==> src/rtl/l2_write_buffer.sv <==
// rtl/l2_write_buffer.sv - L2 eviction write buffer with read-hit service and idle-time drain
module l2_write_buffer #(
  parameter int DEPTH = 4
) (
  input  logic         clk,
  input  logic         reset,
  input  logic         mem_read,
  input  logic         mem_write,
  input  logic [15:0]  mem_address,
  input  logic [127:0] mem_wdata,
  output logic [127:0] mem_rdata,
  output logic         mem_resp,
  output logic         pmem_read,
  output logic         pmem_write,
  output logic [15:0]  pmem_address,
  output logic [127:0] pmem_wdata,
  input  logic         pmem_resp,
  input  logic [127:0] pmem_rdata,
  output logic         buf_empty,
  output logic         buf_full
);
  localparam int AW = $clog2(DEPTH);

  typedef enum logic [1:0] {IDLE, RESP, MEM_RD, DRAIN} state_t;

  state_t          state;
  logic [DEPTH-1:0] valid;
  logic [11:0]     tag  [DEPTH];
  logic [127:0]    data [DEPTH];
  logic [AW-1:0]   head;
  logic [AW-1:0]   tail;
  logic [AW:0]     count;
  logic            hit;
  logic [AW-1:0]   hit_idx;
  logic            unused_low_addr;

  assign unused_low_addr = ^mem_address[3:0];

  assign buf_empty = (count == '0);
  assign buf_full  = (count == (AW+1)'(DEPTH));

  // Writes coalesce, so at most one entry can match.
  always_comb begin
    hit     = 1'b0;
    hit_idx = '0;
    for (int i = 0; i < DEPTH; i++) begin
      if (valid[i] && tag[i] == mem_address[15:4]) begin
        hit     = 1'b1;
        hit_idx = AW'(i);
      end
    end
  end

  always_ff @(posedge clk) begin
    if (reset) begin
      state        <= IDLE;
      valid        <= '0;
      head         <= '0;
      tail         <= '0;
      count        <= '0;
      mem_resp     <= 1'b0;
      pmem_read    <= 1'b0;
      pmem_write   <= 1'b0;
      pmem_address <= '0;
      pmem_wdata   <= '0;
      mem_rdata    <= '0;
    end else begin
      mem_resp <= 1'b0;
      case (state)
        IDLE: begin
          // The request is still high during the mem_resp cycle; skip it once.
          if (!mem_resp) begin
            if (mem_read) begin
              if (hit) begin
                mem_rdata <= data[hit_idx];
                state     <= RESP;
              end else begin
                pmem_read    <= 1'b1;
                pmem_address <= {mem_address[15:4], 4'b0};
                state        <= MEM_RD;
              end
            end else if (mem_write && hit) begin
              data[hit_idx] <= mem_wdata;
              state         <= RESP;
            end else if (mem_write && !buf_full) begin
              valid[tail] <= 1'b1;
              tag[tail]   <= mem_address[15:4];
              data[tail]  <= mem_wdata;
              tail        <= tail + 1'b1;
              count       <= count + 1'b1;
              state       <= RESP;
            end else if (mem_write || !buf_empty) begin
              pmem_write   <= 1'b1;
              pmem_address <= {tag[head], 4'b0};
              pmem_wdata   <= data[head];
              state        <= DRAIN;
            end
          end
        end
        RESP: begin
          mem_resp <= 1'b1;
          state    <= IDLE;
        end
        MEM_RD: begin
          if (pmem_resp) begin
            pmem_read <= 1'b0;
            mem_rdata <= pmem_rdata;
            state     <= RESP;
          end
        end
        DRAIN: begin
          if (pmem_resp) begin
            pmem_write  <= 1'b0;
            valid[head] <= 1'b0;
            head        <= head + 1'b1;
            count       <= count - 1'b1;
            state       <= IDLE;
          end
        end
        default: state <= IDLE;
      endcase
    end
  end
endmodule

==> config.mk <==
export PLATFORM = sky130hd
export DESIGN_NAME = l2_write_buffer
export DESIGN_NICKNAME = d
export VERILOG_FILES = /design/src/rtl/l2_write_buffer.sv
export SDC_FILE = /design/constraint.sdc
export NUM_CORES = 1
export LEC_CHECK = 0
export ABC_AREA = 0
export BUFFER_PORTS_ARGS = -buffer_cell sky130_fd_sc_hd__buf_2
export CORE_ASPECT_RATIO = 1.1
export CORE_MARGIN = 3
export CORE_UTILIZATION = 30
export CTS_BUF_LIST = sky130_fd_sc_hd__clkbuf_8
export DETAILED_ROUTE_END_ITERATION = 10
export GPL_TIMING_DRIVEN = 0
export MAX_ROUTING_LAYER = met4
export PLACE_DENSITY_LB_ADDON = 0.15
export SETUP_SLACK_MARGIN = 0.15
export SLEW_MARGIN = 20
export SYNTH_ARGS = -nofsm -noshare
export SYNTH_HDL_FRONTEND = slang
export SYNTH_SLANG_ARGS = --single-unit
==> constraint.sdc <==
create_clock -name clk -period 34.2 [get_ports clk]
set_input_delay 3.42 -clock clk [delete_from_list [all_inputs] [get_ports clk]]
set_output_delay 3.42 -clock clk [all_outputs]
set_load 0.01 [all_outputs]
==> reports/metrics.sh, run 1 <==
STATUS='complete, no violations'
SYNTH-EDFF-COUNT=560
POWER_PER_CELL_AREA_nW_PER_UM2=56.3
CLOCK-ROOT-BUFFER='clkbuf_8'
GLOBALPLACE.CONGESTION=0.811
SYNTH_FF_TYPE='edfxtp_1'
PLACED_CELLS_INCL_TAPS=5305
SYNTH_MUX_AREA_SHARE_PCT=12.2
WIRE_LENGTH_OF_THE_FIRST_GLOBAL_ROUTING_PASS_MM=214
DRT_PASS1_ITERATIONS=5
NUMBER_OF_GLOBAL_ROUTE_VIAS_BEFORE_REPAIR=29900
ANT_NETS=0
OVERFLOW=0
BOUNDARYPINS=554
WORST-SLEW-PIN-TRANSITION_NS=1.18
SYNTH_ADDER_AREA_SHARE_PCT=0.320
CP-END-KIND='register'
SEQUENTIALPOWERSHARE_PCT=45.8
INTERNAL-POWER_uW=1790
SYN_AVG_CELL_AREA_UM2=12.3
SETUP_REPAIR_AFTER_GLOBAL_ROUTING_MISSED_ITS_MARGIN='false'
CPMOSTUSEDCELL='buf_2'
HTREE_NUM_LEVELS=4
FINAL_LAYOUT_SIZE_SUFFIX_GT1_SHARE_PCT=27.7
LAYOUT.FILLER_CELLS=12300
FINAL-MAX-SLEW-VIOLATION-COUNT=0
YS_FF_LATCH=846
SYNTH-SIMPLE-AREA-SHARE_PCT=8.54
POWER.SWITCHING_FRACTION_PCT=31.3
PLACE.PORT_BUFFERS=543
WORST_PATH_LARGEST_CELL_DELAY_NS=0.60
FINAL.SETUP_SKEW_NS=0.0353
INITIAL_UTILIZATION_PCT=30.4
ANTENNA_FOUND_INITIAL=44
ELEMENT_TYPE_AT_THE_CRITICAL_PATH_START='input pin'
WORSTSETUPPATHTYPE='in2reg'
FINAL_WORST_PATH_PERIOD_NEED_NS=6.73
GRT_START_MAX_NET_PINS=20
CP_SLOWEST_CELL='nor4_4'
NUMBER_OF_NETS_IN_THE_LAYOUT=4104
TIMING.HOLD.WORST.CLASS='reg2reg'
CTS-HOLD-FIX-BUFFERS=0
FINISH.CELL_COUNT_WITHOUT_FILLERS=5621
DIE_W_UM=343
LARGEST_FAMILY_OF_LOGIC_CELLS_BY_SYNTHESIZED_AREA='compound AO/OA/AOI/OAI gates'
VDD_IR_DROP_MAX_V=0.0000331
TIMING_HOLD_VIOLATIONS_FINAL=0
FMAXACHIEVABLE_GHz=0.149
REGAREA_UM2=22500
TIMING.SLEW.HEADROOM_PCT=21.6
DATA_ARRIVAL_AT_THE_ENDPOINT_OF_THE_CRITICAL_PATH_NS=7.28
DETAILED_ROUTE_WL_MM=153
CORE_AREA_UM2=124000
TRITONCTS='done'
SYN_INST=3048
CLOCK_LATENCY_NS=0.88
YOSYS_WARNINGS=0
CELL_CHAIN_OF_THE_CRITICAL_PATH='buf_2 > buf_2 > xnor2_1 > nand4_1 > nor4_4 > buf_2 > buf_2 > a31oi_1 > nor3_2 > buf_6 > buf_6 > buf_4 > buf_4 > buf_4'
ROUTEDWLPERCELL_UM=27.2
REMAINING_DRC_ERRORS=0
CP_MAX_FANOUT=10
CTS_RESIZED=0
STANDARD_CELL_ROWS=135
MOST-COMMON-LAYOUT-CELLS='buf_2 (637), edfxtp_1 (560), dfxtp_1 (286)'
VIAS=29700
FLOORPLAN.DIE.HEIGHT_UM=377
POWER.COMBINATIONAL.FRACTION_PCT=19.3
FINALSETUPVIOLCOUNT=0
DIE_AREA_UM2=129000
SYNTH_TOP_AREA_SHARE_PCT=44.8
FIN_TNS_SETUP_NS=0
DETAILED_ROUTE_VIAS_PER_INSTANCE=5.28
SYNTH_LARGEST_AREA_CELL='edfxtp_1'
LAYOUT-AREA-OVERHEAD-VS-SYNTH_PCT=23.4
SYNTH-COMPOUND-AREA-SHARE_PCT=13.8
LAYOUT_COMMONEST_CELL='buf_2'
POST_SYNTH_INSTANCE_AREA_UM2=37500
REPORT.POWER.TOTAL_uW=2610
TIMING.MAX_CAP.VIOLATIONS=0
BUFFER_LEVELS_ON_THE_LONGEST_CLOCK_PATH=3
SYNTH_AREA_LEADERS='edfxtp_1 (45%), dfxtp_1 (15%), mux4_2 (8.4%)'
P_LEAK_uW=0.0177
SYNTH_CELL_TYPES=51
DR.FIRST_ITER.DRC_COUNT=2205
P_CLK_SHARE_PCT=34.9
DETAILEDPLACEMENTHPWL_MM=113
NUMCTSBUFFERS=155
TOTAL_TRACK_USAGE_PCT=23.7
ASYNC_RESET_FF_SHARE_PCT=0
FINAL_MIN_PERIOD_OVER_CLOCK_PERIOD_PCT=19.7
CLK_TRANSITION_REPORTED_PATHS_NS=0.06
YS_SEQ_AREA_SHARE_PCT=60.0
SYNTH_XOR_AREA_SHARE_PCT=1.17
WORSTPATHREQUIRED_NS=34.76
POWER.NET_SWITCHING_uW=816
MULTI_INPUT_COMB_AREA_UM2=13600
CLOCK-SINKS=846
CTS_SETUP_BUFFERS=0
-- per-stage QoR --
step	utilization (%)	hold slack [ns]	cell area, µm²	setup slack, ns
floorplan	-	0.437	37600	19.98
global placement	34.2	0.458	42300	9.23
detailed placement	35.1	0.462	43300	26.58
CTS	37.4	0.473	46200	27.53
global route	37.4	0.497	46300	27.37
finish	37.5	0.472	46300	27.48
-- cells by family (layout without fill, tap and decap cells) --
logic type / Yosys count / count (layout)
other: 1 / 32
multiplexers: 282 / 282
AO/OA/AOI/OAI: 821 / 821
adder cells (fa/ha/maj): 9 / 9
buffers and inverters: 311 / 1209
XOR/XNOR: 50 / 50
AND/OR/NAND/NOR: 728 / 728
flip-flops: 846 / 846
-- critical path, delay by kind of cell --
kind,cells,cell delay [ns]
AO/OA/AOI/OAI,1,0.10
buffers and inverters,9,2.04
XOR/XNOR,1,0.24
AND/OR/NAND/NOR,3,1.46
-- layout make-up --
class,count,area share (%)
Multi-Input combinational cell,1894,29.3
Buffer,304,3.17
Sequential cell,846,48.7
Clock inverter,116,1.12
Antenna cell,28,0.151
Timing Repair Buffer,610,7.94
Clock buffer,172,5.11
Inverter,7,0.0567
Tap cell,1644,4.44
-- sequential cells by signal, indices dropped and copies added (netlist names), named ones only --
signal / cells
pmem_wdata: 128
pmem_read: 1
mem_resp: 1
tail: 2
head: 2
pmem_write: 1
data: 512
mem_rdata: 128
state: 2
valid: 4
count: 3
pmem_address: 12
tag: 48
-- synthesized netlist by cell type (all sizes together), types with 2 or more instances --
| cell | count |
|---|---|
| edfxtp | 560 |
| and3 | 2 |
| nand4 | 10 |
| o21a | 2 |
| a32oi | 4 |
| and2 | 5 |
| nor2 | 278 |
| mux4 | 140 |
| o31ai | 129 |
| a311oi | 13 |
| nor3 | 132 |
| nand3 | 136 |
| o2bb2ai | 2 |
| a21oi | 147 |
| clkbuf | 173 |
| a31oi | 129 |
| nor4 | 5 |
| dfxtp | 286 |
| inv | 7 |
| o21ai | 259 |
| mux2i | 140 |
| a211o | 128 |
| nand2 | 148 |
| mux2 | 2 |
| or4 | 4 |
| buf | 131 |
| nor2b | 4 |
| a211oi | 3 |
| ha | 8 |
| xnor2 | 49 |
-- power by group through the flow --
| stage | clock (µW) | sequential (µW) | combinational, µW |
|---|---|---|---|
| final | 910 | 1190 | 502 |
| after CTS | 935 | 1190 | 507 |
| after global routing | 980 | 1200 | 548 |
| after floorplan | 0 | 1230 | 248 |
| after global placement | 0 | 1220 | 487 |
| after detailed placement | 0 | 1210 | 505 |
-- final timing paths --
check	from	to	slack (ns)	cells past startpoint
setup / recovery	mem_address[6]	data[3][114]	27.48	14
hold / removal	pmem_wdata[49]	pmem_wdata[49]	0.47	2
setup reg to reg	tag[3][2]	data[3][114]	29.94	12
hold reg to reg	pmem_wdata[49]	pmem_wdata[49]	0.47	2
-- metal layers --
metal  share of wire [%]  track usage [%]  up-vias
li1                    -                -    13300
met1                  43             30.2    15000
met2                  48             37.9     1078
met3                 6.8             4.89      212
met4                 2.5             7.22        0
met5                   0                -        -
Power figures use the tool's default switching activity.
==> run 2, diff against run 1 <==
==> constraint.sdc (replaced) <==
create_clock -name clk -period 6.9 [get_ports clk]
set_input_delay 0.69 -clock clk [delete_from_list [all_inputs] [get_ports clk]]
set_output_delay 0.69 -clock clk [all_outputs]
set_load 0.01 [all_outputs]
==> run 2 against run 1 <==
- clock power increased to 5.1 times the previous value
- final area up 5.0%
- die area unchanged
- register-to-register slack worse by 27 ns
- wire length up 0.33%
- critical path type unchanged
- global-route usage increased by 0.19 points
- largest cell class unchanged
- via count is 2.8% higher
==> reports/metrics.sh, run 2 (synthesis results as in run 1) <==
WIRE_LENGTH_OF_THE_FIRST_GLOBAL_ROUTING_PASS_MM=217  # +1.3%
DRT_PASS1_ITERATIONS=5  # unchanged
FINALCOREUTILIZATION_PCT=39.3  # +1.9 points
MOST-COMMON-LAYOUT-CELLS='buf_2 (637), edfxtp_1 (560), dfxtp_1 (286)'
CTS_RESIZED=0  # unchanged
ELEMENT_TYPE_AT_THE_CRITICAL_PATH_START='input pin'
CLOCK-ROOT-BUFFER='clkbuf_8'
ROUTEDWLPERCELL_UM=26.4  # -3.1%
FINAL_LAYOUT_SIZE_SUFFIX_GT1_SHARE_PCT=26.2  # -1.5 points
OVERFLOW=0  # unchanged
WORST_R2R_STARTPOINT='tag[0][2]'
ANT_NETS=0  # unchanged
HOLD_PATH_STARTPOINT='pmem_rdata[0]'
WORST-SLEW-PIN-TRANSITION_NS=1.19  # +0.0134 ns
TIMING.MAX_CAP.VIOLATIONS=0  # unchanged
FINAL_WORST_PATH_PERIOD_NEED_NS=4.67
LARGESTREGISTERS='data: 512 flops, mem_rdata: 128 flops, pmem_wdata: 128 flops'
TIMING_HOLD_VIOLATIONS_FINAL=0  # unchanged
NUMBER_OF_NETS_IN_THE_LAYOUT=4310  # +5.0%
GRT_MOST_USED_LAYER='met2'
CRIT_PATH_START='mem_address[4]'
DETAILED_ROUTE_WL_MM=154  # +0.33%
VIAS=30500  # +2.8%
CLOCK-SINKS=846  # unchanged
MAX_FLOP_REGISTER='data'
CLK_TRANSITION_REPORTED_PATHS_NS=0.06  # about the same
FINAL-MAX-SLEW-VIOLATION-COUNT=0  # unchanged
VDD_IR_DROP_MAX_V=0.000160  # +380%
DATA_ARRIVAL_AT_THE_ENDPOINT_OF_THE_CRITICAL_PATH_NS=5.26  # -2.02 ns
REGAREA_UM2=22500  # unchanged
LAYOUT.FILLER_CELLS=12200  # -1.2%
BUFFER_LEVELS_ON_THE_LONGEST_CLOCK_PATH=3  # unchanged
CP_SLOWEST_CELL='nor4_1'
FIN_TNS_SETUP_NS=0  # unchanged
REMAINING_DRC_ERRORS=0  # unchanged
NUMCTSBUFFERS=151  # -2.6%
FINALSETUPVIOLCOUNT=0  # unchanged
CP_MAX_FANOUT=13  # +3
DIE_W_UM=343  # unchanged
TIMING.HOLD.WORST.CLASS='in2reg'
SETUP_REPAIR_AFTER_GLOBAL_ROUTING_MISSED_ITS_MARGIN='false'
BOUNDARYPINS=554  # unchanged
DETAILED_ROUTE_VIAS_PER_INSTANCE=5.24  # -0.66%
POWER_PER_CELL_AREA_nW_PER_UM2=270  # +380%
MAX_FFS_PER_REGISTER=512  # unchanged
DR.FIRST_ITER.DRC_COUNT=2383  # +8.1%
INITIAL_UTILIZATION_PCT=30.4  # unchanged
TIMING.SLEW.HEADROOM_PCT=20.0  # -1.6 points
FLOORPLAN.DIE.HEIGHT_UM=377  # unchanged
FMAXACHIEVABLE_GHz=0.214
STATUS='complete, no violations'
CLOCK_LATENCY_NS=0.87  # about the same
GLOBALPLACE.CONGESTION=0.815  # +0.47%
MULTI_INPUT_COMB_AREA_UM2=13600  # +0.12%
WORSTPATHREQUIRED_NS=7.49  # -27.27 ns
ANTENNA_FOUND_INITIAL=33  # -25%
FINAL_MIN_PERIOD_OVER_CLOCK_PERIOD_PCT=67.6
STANDARD_CELL_ROWS=135  # unchanged
WORSTSETUPPATHTYPE='in2reg'
P_LEAK_uW=0.0186  # +5.0%
CPMOSTUSEDCELL='buf_8'
REGTOREGSETUPSLACK_NS=2.56  # -27.38 ns
GRT_USE_MET3_PCT=4.94  # +0.050 points
FINAL.SETUP_SKEW_NS=0.0416  # +0.00626 ns
USE_MET1_PCT=30.5  # +0.27 points
HTREE_NUM_LEVELS=4  # unchanged
GRT_START_MAX_NET_PINS=19  # -5.0%
DIE_AREA_UM2=129000  # unchanged
DETAILEDPLACEMENTHPWL_MM=111  # -1.7%
LAYOUT-AREA-OVERHEAD-VS-SYNTH_PCT=29.5
CELL_CHAIN_OF_THE_CRITICAL_PATH='dlygate4sd3_1 > buf_2 > buf_2 > xnor2_1 > nand3_1 > nor4_1 > nor4_1 > clkbuf_1 > a31oi_1 > nor3_4 > buf_8 > buf_8 > buf_6 > buf_8 > buf_8 > buf_8 > buf_8'
GRT_UTIL_MET2_PCT=37.8  # -0.046 points
NUMBER_OF_GLOBAL_ROUTE_VIAS_BEFORE_REPAIR=30900  # +3.2%
PLACE.PORT_BUFFERS=543  # unchanged
CP-END-KIND='register'
TOTAL_TRACK_USAGE_PCT=23.9  # +0.19 points
WORST_PATH_LARGEST_CELL_DELAY_NS=1.03  # +0.43 ns
LAYOUT_COMMONEST_CELL='buf_2'
CORE_AREA_UM2=124000  # unchanged
TRITONCTS='done'
-- run 2: path summary, 6_finish.rpt --
check	to	cells after the start
max	data[3][122]	17
min	mem_rdata[0]	3
max reg2reg	data[3][122]	14
min reg2reg	pmem_write	1
-- run 2: cell type report --
type | count | area share, %
Antenna cell | 25 | 0.129
Buffer | 304 | 3.03
Clock buffer | 171 | 4.84
Clock inverter | 108 | 1.19
Inverter | 7 | 0.0541
Multi-Input combinational cell | 1894 | 28.0
Sequential cell | 846 | 46.4
Tap cell | 1644 | 4.23
Timing Repair Buffer | 820 | 12.2
-- run 2: report_power, final --
part | leakage (µW) | internal (µW) | switching [µW]
clock | 0.00174 | 2420 | 2200
sequential | 0.00737 | 5710 | 212
combinational | 0.00952 | 934 | 1660
-- run 2: critical path: cells and delay by family --
family                 cells  cell delay (ns)
buffers and inverters     11             2.37
XOR/XNOR                   1             0.21
AND/OR/NAND/NOR            4             1.57
AO/OA/AOI/OAI              1             0.37
-- run 2: stage by stage --
| step | power, µW | instance area (µm²) | setup slack [ns] | hold slack, ns | cells |
|---|---|---|---|---|---|
| floorplan | 7310 | 37600 | -0.675 | 0.437 | 3051 |
| global placement | 8450 | 42300 | -6.98 | 0.444 | 5238 |
| detailed placement | 8490 | 43300 | 2.04 | 0.458 | 5284 |
| CTS | 13300 | 48500 | 2.42 | 0.000268 | 5794 |
| global route | 13800 | 48600 | 2.22 | 0.0425 | 5815 |
| finish | 13100 | 48600 | 2.23 | 0.116 | 5819 |
-- run 2: per-layer routing --
metal  routed length (µm)  share of wire (%)  up-vias
li1                     -                  -    13700
met1                65900                 43    15300
met3                10700                7.0      228
met5                    0                  0        -
met4                 4660                3.0        0
met2                72400                 47     1196
-- run 2: what timing repair did --
item,4_1_cts,5_1_grt
setup endpoints to repair,0,0
endpoints found under the hold margin,642,0
hold buffers,231,0
buffers inserted,0,0
